==> config.mk <==
export PLATFORM = sky130hd
export DESIGN_NAME = let_op_unit
export DESIGN_NICKNAME = d
export VERILOG_FILES = /design/src/rtl/let_op_unit.sv
export SDC_FILE = /design/constraint.sdc
export NUM_CORES = 1
export LEC_CHECK = 0
export CAP_MARGIN = 20
export CORE_ASPECT_RATIO = 1.75
export CORE_UTILIZATION = 27
export DETAILED_ROUTE_END_ITERATION = 8
export GPL_ROUTABILITY_DRIVEN = 0
export PLACE_DENSITY = 0.62
export SYNTH_ARGS = -nofsm -noshare
export SYNTH_HDL_FRONTEND = slang
export SYNTH_SLANG_ARGS = --single-unit
==> constraint.sdc <==
create_clock -name clk -period 1.6 [get_ports clk]
set_input_delay 0.16 -clock clk [delete_from_list [all_inputs] [get_ports clk]]
set_output_delay 0.16 -clock clk [all_outputs]
set_load 0.01 [all_outputs]
==> src/rtl/let_op_unit.sv <==
// Registered bitwise (x|y)&z unit with OR-reduction flag and a saturating hit counter.
// Each operand bit is handled by its own lane; the lanes share a single valid pipe.

module let_op_lane (
  input  logic x,
  input  logic y,
  input  logic z,
  output logic m
);
  assign m = (x | y) & z;
endmodule

module let_op_unit #(
  parameter int WIDTH = 4,
  parameter int CNT_W = 8
) (
  input  logic             clk,
  input  logic             rst,
  input  logic             in_valid,
  input  logic [WIDTH-1:0] x,
  input  logic [WIDTH-1:0] y,
  input  logic [WIDTH-1:0] z,
  input  logic             clr,
  output logic             out_valid,
  output logic             d,
  output logic [WIDTH-1:0] masked,
  output logic [CNT_W-1:0] hit_count
);
  localparam int STAGES = 1;

  typedef struct packed {
    logic [WIDTH-1:0] x;
    logic [WIDTH-1:0] y;
    logic [WIDTH-1:0] z;
  } req_t;

  req_t             req;
  logic [WIDTH-1:0] masked_c;
  logic             d_c;
  logic [STAGES:0]  vld_pipe;

  assign req = '{x: x, y: y, z: z};

  genvar i;
  generate
    for (i = 0; i < WIDTH; i++) begin : g_lane
      let_op_lane u_lane (
        .x (req.x[i]),
        .y (req.y[i]),
        .z (req.z[i]),
        .m (masked_c[i])
      );
    end
  endgenerate

  assign d_c         = |masked_c;
  assign vld_pipe[0] = in_valid;
  assign out_valid   = vld_pipe[STAGES];

  always_ff @(posedge clk or posedge rst) begin
    if (rst) vld_pipe[STAGES:1] <= '0;
    else     vld_pipe[STAGES:1] <= vld_pipe[STAGES-1:0];
  end

  // Result registers only load on accepted sets; idle cycles hold the last result.
  always_ff @(posedge clk or posedge rst) begin
    if (rst) begin
      masked <= '0;
      d      <= 1'b0;
    end else if (in_valid) begin
      masked <= masked_c;
      d      <= d_c;
    end
  end

  // Clear wins over a same-cycle increment; the counter sticks at all-ones.
  always_ff @(posedge clk or posedge rst) begin
    if (rst)
      hit_count <= '0;
    else if (clr)
      hit_count <= '0;
    else if (in_valid && d_c && (hit_count != {CNT_W{1'b1}}))
      hit_count <= hit_count + CNT_W'(1);
  end
endmodule

; ---- Word level (Yosys, flattened, before mapping)
; Index checks and enable logic that the tools add are counted.
[word_totals]
ff_bits = 14
output_inout_bits = 14
elab_cells = 20
[classes]
mux = 2
n_addsub = 1
bitwise_logic = 8
n_reduce_logical = 4
eq_ne = 1
[ops]
columns = cell, n
row1 = $mux 8, 2
row2 = $add 8x1->8 const B, 1
row3 = $ne 8x8->1 const B, 1
row4 = $and 1x1->1, 4
row5 = $or 1x1->1, 4
row6 = $reduce_or 4->1, 1
row7 = $logic_and 1x1->1, 2
row8 = $reduce_bool 2->1, 1

; ---- Depth between registers and ports, before layout
[logic_depth]
depth_word = 7
mapped_depth = 5
mapped_depth_nobuf = 5

; ---- Cells and area by module
; Synthesis repeated with hierarchy kept, for this count alone.
[unflattened]
cells_unflattened = 62
hier_area_um2 = 684.4
[by_module_without_submodules]
columns = module, seq_area_each_um2, cells_each, n_inst, area_each_um2
row1 = let_op_unit, 350.3, 58, 1, 654.4
row2 = let_op_lane, 0.0, 1, 4, 7.5

; ---- Least setup slack after synthesis
; OpenSTA, ideal clock, no wires.
[synth_path]
kind = reg-to-reg
from = register hit_count[0]
to = register hit_count[5]
t_arrival_ps = 1457
t_required_ps = 1472
synth_period_minus_slack_ps = 1584
path_buffers = 0
setup_ps = 128
path_slack_ps = 16
path_stages_with_launch = 6
path_cell_list = dfrtp_1 > ha_1 > nand2_1 > nor3_2 > nor4_1 > mux2_1
[synth_between]
elab_chain_len = 3
word_cells_on_any_way = 6
cone_classes = add/sub (1) / eq/ne (1) / mux (2) / reduce/logical (2)
[synth_lines]
columns = item, line
row1 = "start, declared", 27  ; output logic [CNT_W-1:0] hit_count
row2 = "start signal, assigned", 83  ; hit_count <= hit_count + CNT_W'(1);
row3 = $add 8x1->8 or $ne 8x8->1 (tied branches), "83, 82"
row4 = $mux 8 or $logic_and 1x1->1 (tied branches), 82  ; else if (in_valid && d_c && (hit_count != {CNT_W{1'b1}}))
row5 = $mux 8 or $reduce_bool 2->1 (tied branches), n/a
; Parallel ways exist; a longest one is shown, timed or not. The select of a mux whose other input is x is not followed.
; A chain may end at the register's enable or synchronous reset.

; ---- Final worst setup path
[layout_path]
from = input z[1]
to = register hit_count[3]
[layout_between]
elab_chain_len = 5
[layout_lines]
columns = item, line
row1 = "start, declared", 22  ; input logic [WIDTH-1:0] z,
row2 = $and 1x1->1, 10  ; assign m = (x | y) & z;
row3 = $reduce_or 4->1, 56  ; assign d_c = |masked_c;
row4 = $logic_and 1x1->1 (2 in a row), 82
row5 = $reduce_bool 2->1 (no line), n/a
; Every way passes these cells.

==> PnR_summary.wiki <==
{| class="wikitable"
! Metric !! Value
|-
| Layout cells sized above 1 || 0.2453
|-
| DIE AREA || 2936 µm²
|-
| FMAX || 0.6567 GHz
|-
| Number of flip-flops and latches in the synthesized netlist || 14
|-
| Dominant register cell in the synthesized netlist || dfrtp_1
|-
| Sequential share of the synthesized area || 0.4778
|-
| Synthesis-to-layout area growth || 60.75%
|-
| Detail-routed via count per cell || 5.303
|-
| Max-cap violation count || 0
|-
| Startpoint of the most critical register-to-register path || hit_count[0]
|-
| H-tree levels || 1
|-
| Relative slew slack || 0.6306
|-
| Status || finished clean
|-
| Routed length per instance || 13.98 µm
|-
| Width of the die || 41.39 µm
|-
| Design area || 1179 µm²
|-
| Number of placement rows || 24
|-
| DRC violations left || 0
|-
| Via count || 700
|-
| RSZ-0062 raised after global routing || no
|-
| Maximum number of buffers from clock root to sink || 2
|-
| Int Power || 0.6417 mW
|-
| Most common cell after layout, fill and taps aside || clkdlybuf4s50_1
|-
| Instance area at placement || 1131 µm²
|-
| Largest net degree at the start of global routing || 15
|-
| Category of the critical setup timing path || input port to flip-flop
|-
| Worst EP required || 1770 ps
|-
| Yosys cell types || 28
|-
| Reg2reg setup slack || 90 ps
|-
| Share of the clock period used by the worst path after layout || 0.9517
|-
| Yosys warning total || 0
|-
| Tightest Pin Transition || 553.5 ps
|-
| Clock-pin slew on the worst setup and hold paths || 60 ps
|-
| Number of buffers created by CTS || 3
|-
| Leak || 0.4848 nW
|-
| Number of primary I/O pins || 30
|-
| Fraction of registers with async set/reset || 1.000
|-
| Core Footprint || 2522 µm²
|-
| Depth of the worst register-to-register path || 5
|-
| Fill cells || 253
|-
| Synthesized area || 733.2 µm²
|-
| # port buffers || 29
|-
| Cell chosen for the clock root || clkbuf_8
|-
| Clk pwr share || 0.344
|-
| Final Skew || 2.256 ps
|-
| Clock latency on the worst-skew pair || 240 ps
|-
| Final wirelength || 1845 µm
|-
| TritonRoute pass-1 iters || 4
|-
| Power dissipated by switching net loads || 0.1955 mW
|-
| Switching Fraction || 0.2335
|-
| Pwr Density || 710.3 nW/µm²
|-
| Core occupancy in the finished layout || 0.4673
|-
| Effective utilization at floorplan || 0.2907
|-
| Placed Cells incl. Taps || 129
|-
| Number of nets at the end of the flow || 125
|-
| Worst ir drop on vdd || 0.0005175 V
|-
| Path class of the lowest-slack min-delay path || input port to async pin
|-
| Final ANT Viol Nets || 0
|-
| Commonest cells after routing, fill and taps aside || 29 x clkdlybuf4s50_1, 14 x dfrtp_1, 12 x buf_4
|-
| Clock tree from TritonCTS || yes
|-
| HPWL after DPL || 1492 µm
|-
| GRT Total Usage || 0.1469
|-
| Post-Syn Nets || 81
|-
| Number of non-filler instances in the completed layout || 132
|-
| Number of synthesized flops with an enable pin || 0
|-
| Slew Limit Fails || 0
|-
| Critical Path AT || 1700 ps
|-
| Die Y || 70.94 µm
|-
| Final hold vios || 0
|-
| Total of endpoints with negative setup slack in the final report || 0
|-
| CP max FO || 9
|-
| Fin crit period || 1523 ps
|-
| Sinks on Clock Net || 14
|-
| Register share of total power || 0.457
|-
| Drt initial violations || 8
|-
| Antenna violations before repair || 0
|-
| Count of mapped cells out of synthesis || 64
|-
| Synthesized area divided by synthesized cell count || 11.46 µm²
|-
| Global-route wire length before repair || 2884 µm
|-
| Crit end category || flip-flop
|-
| Part of the total power dissipated in combinational logic || 0.199
|-
| Vias in the first global route || 676
|-
| Worst setup SP type || input port
|-
| Overflow left after global routing || 0
|-
| Number of buffers inserted by hold repair at cts || 0
|-
| Terminus of the critical flop-to-flop path || hit_count[5]
|-
| Ant diodes || 0
|}
[cells in the mapped netlist, drive strengths merged, types with 3 or more instances]
| cell type | number | share of area |
|---|---|---|
| inv | 4 | 0.020 |
| nand3 | 3 | 0.020 |
| mux2 | 5 | 0.077 |
| a21oi | 5 | 0.034 |
| or4 | 3 | 0.031 |
| dfrtp | 14 | 0.48 |
| o21a | 4 | 0.041 |
| o31ai | 3 | 0.031 |
[cell type report]
cell class	instances	area, µm²	area share
repair buffers	41	380.4	0.3227
multi-input cells	44	359.1	0.3047
flip-flops and latches	14	350.3	0.2972
clock buffers	3	41.29	0.03503
well taps	26	32.53	0.02760
inverters	4	15.01	0.01274
[per-stage QoR]
stage | total power, mW | setup WS, ps | TNS (ps) | hold slack (ps)
after floorplan | 0.4553 | 15.93 | 0 | 49.22
after global placement | 0.5537 | -156.4 | -906.8 | 490.2
after detailed placement | 0.5577 | -199.9 | -1070 | 496.1
after CTS | 0.8427 | 19.25 | 0 | 292.6
after global routing | 0.8743 | 0.4142 | 0 | 330.7
final | 0.8372 | 77.33 | 0 | 265.2
[logic make-up (layout without fill, tap and decap cells)]
kind of cell | Yosys count | after routing | share of synthesized area
AND/OR/NAND/NOR | 19 | 19 | 0.1741
buffers and inverters | 6 | 48 | 0.04094
flip-flops | 14 | 14 | 0.4778
AO/OA/AOI/OAI | 18 | 18 | 0.1996
multiplexers | 6 | 6 | 0.09044
adder cells (fa/ha/maj) | 1 | 1 | 0.01706
[worst max-delay path by stage]
stage                   end  slack, ps          from
2_1_floorplan  hit_count[5]         20  hit_count[0]
3_3_place_gp   hit_count[4]       -160          y[1]
3_5_place_dp   hit_count[4]       -200          z[1]
4_1_cts        hit_count[5]         20  hit_count[0]
5_1_grt        hit_count[3]        0.4          z[0]
6_report       hit_count[3]         80          z[1]
[what timing repair did]
| item | 4_1_cts | 5_1_grt |
|---|---|---|
| gates resized for setup | 0 | 1 |
| setup buffers | 0 | 0 |
| setup endpoints to repair | 0 | 2 |
[flip-flops by register name, summed over array words and instances (netlist names)]
name / flops
d: 1
masked: 4
hit_count: 8
out_valid: 1
[routing by layer]
| metal | part of all wire | up-vias | wire length [µm] | global-route usage |
|---|---|---|---|---|
| met4 | 0.024 | 0 | 45 | 0.09319 |
| met1 | 0.35 | 338 | 651 | 0.1486 |
| met2 | 0.54 | 32 | 998 | 0.2535 |
| li1 | - | 326 | - | - |
| met5 | 0 | - | 0 | 0 |
| met3 | 0.081 | 4 | 150 | 0.01881 |
[power groups by stage]
stage                     clock (mW)  sequential, mW  combinational [mW]
after floorplan                    0           0.400              0.0553
after global placement             0           0.389               0.165
after detailed placement           0           0.390               0.168
after CTS                      0.291           0.383               0.169
after global routing           0.303           0.385               0.186
final                          0.288           0.383               0.166
[critical path, stage by stage]
cell and delay [ps]:
clkdlybuf4s50_1 460, o21a_1 190, o41ai_4 110, buf_4 180, or4_1 460, a21oi_1 140
Power figures use the tool's default switching activity.
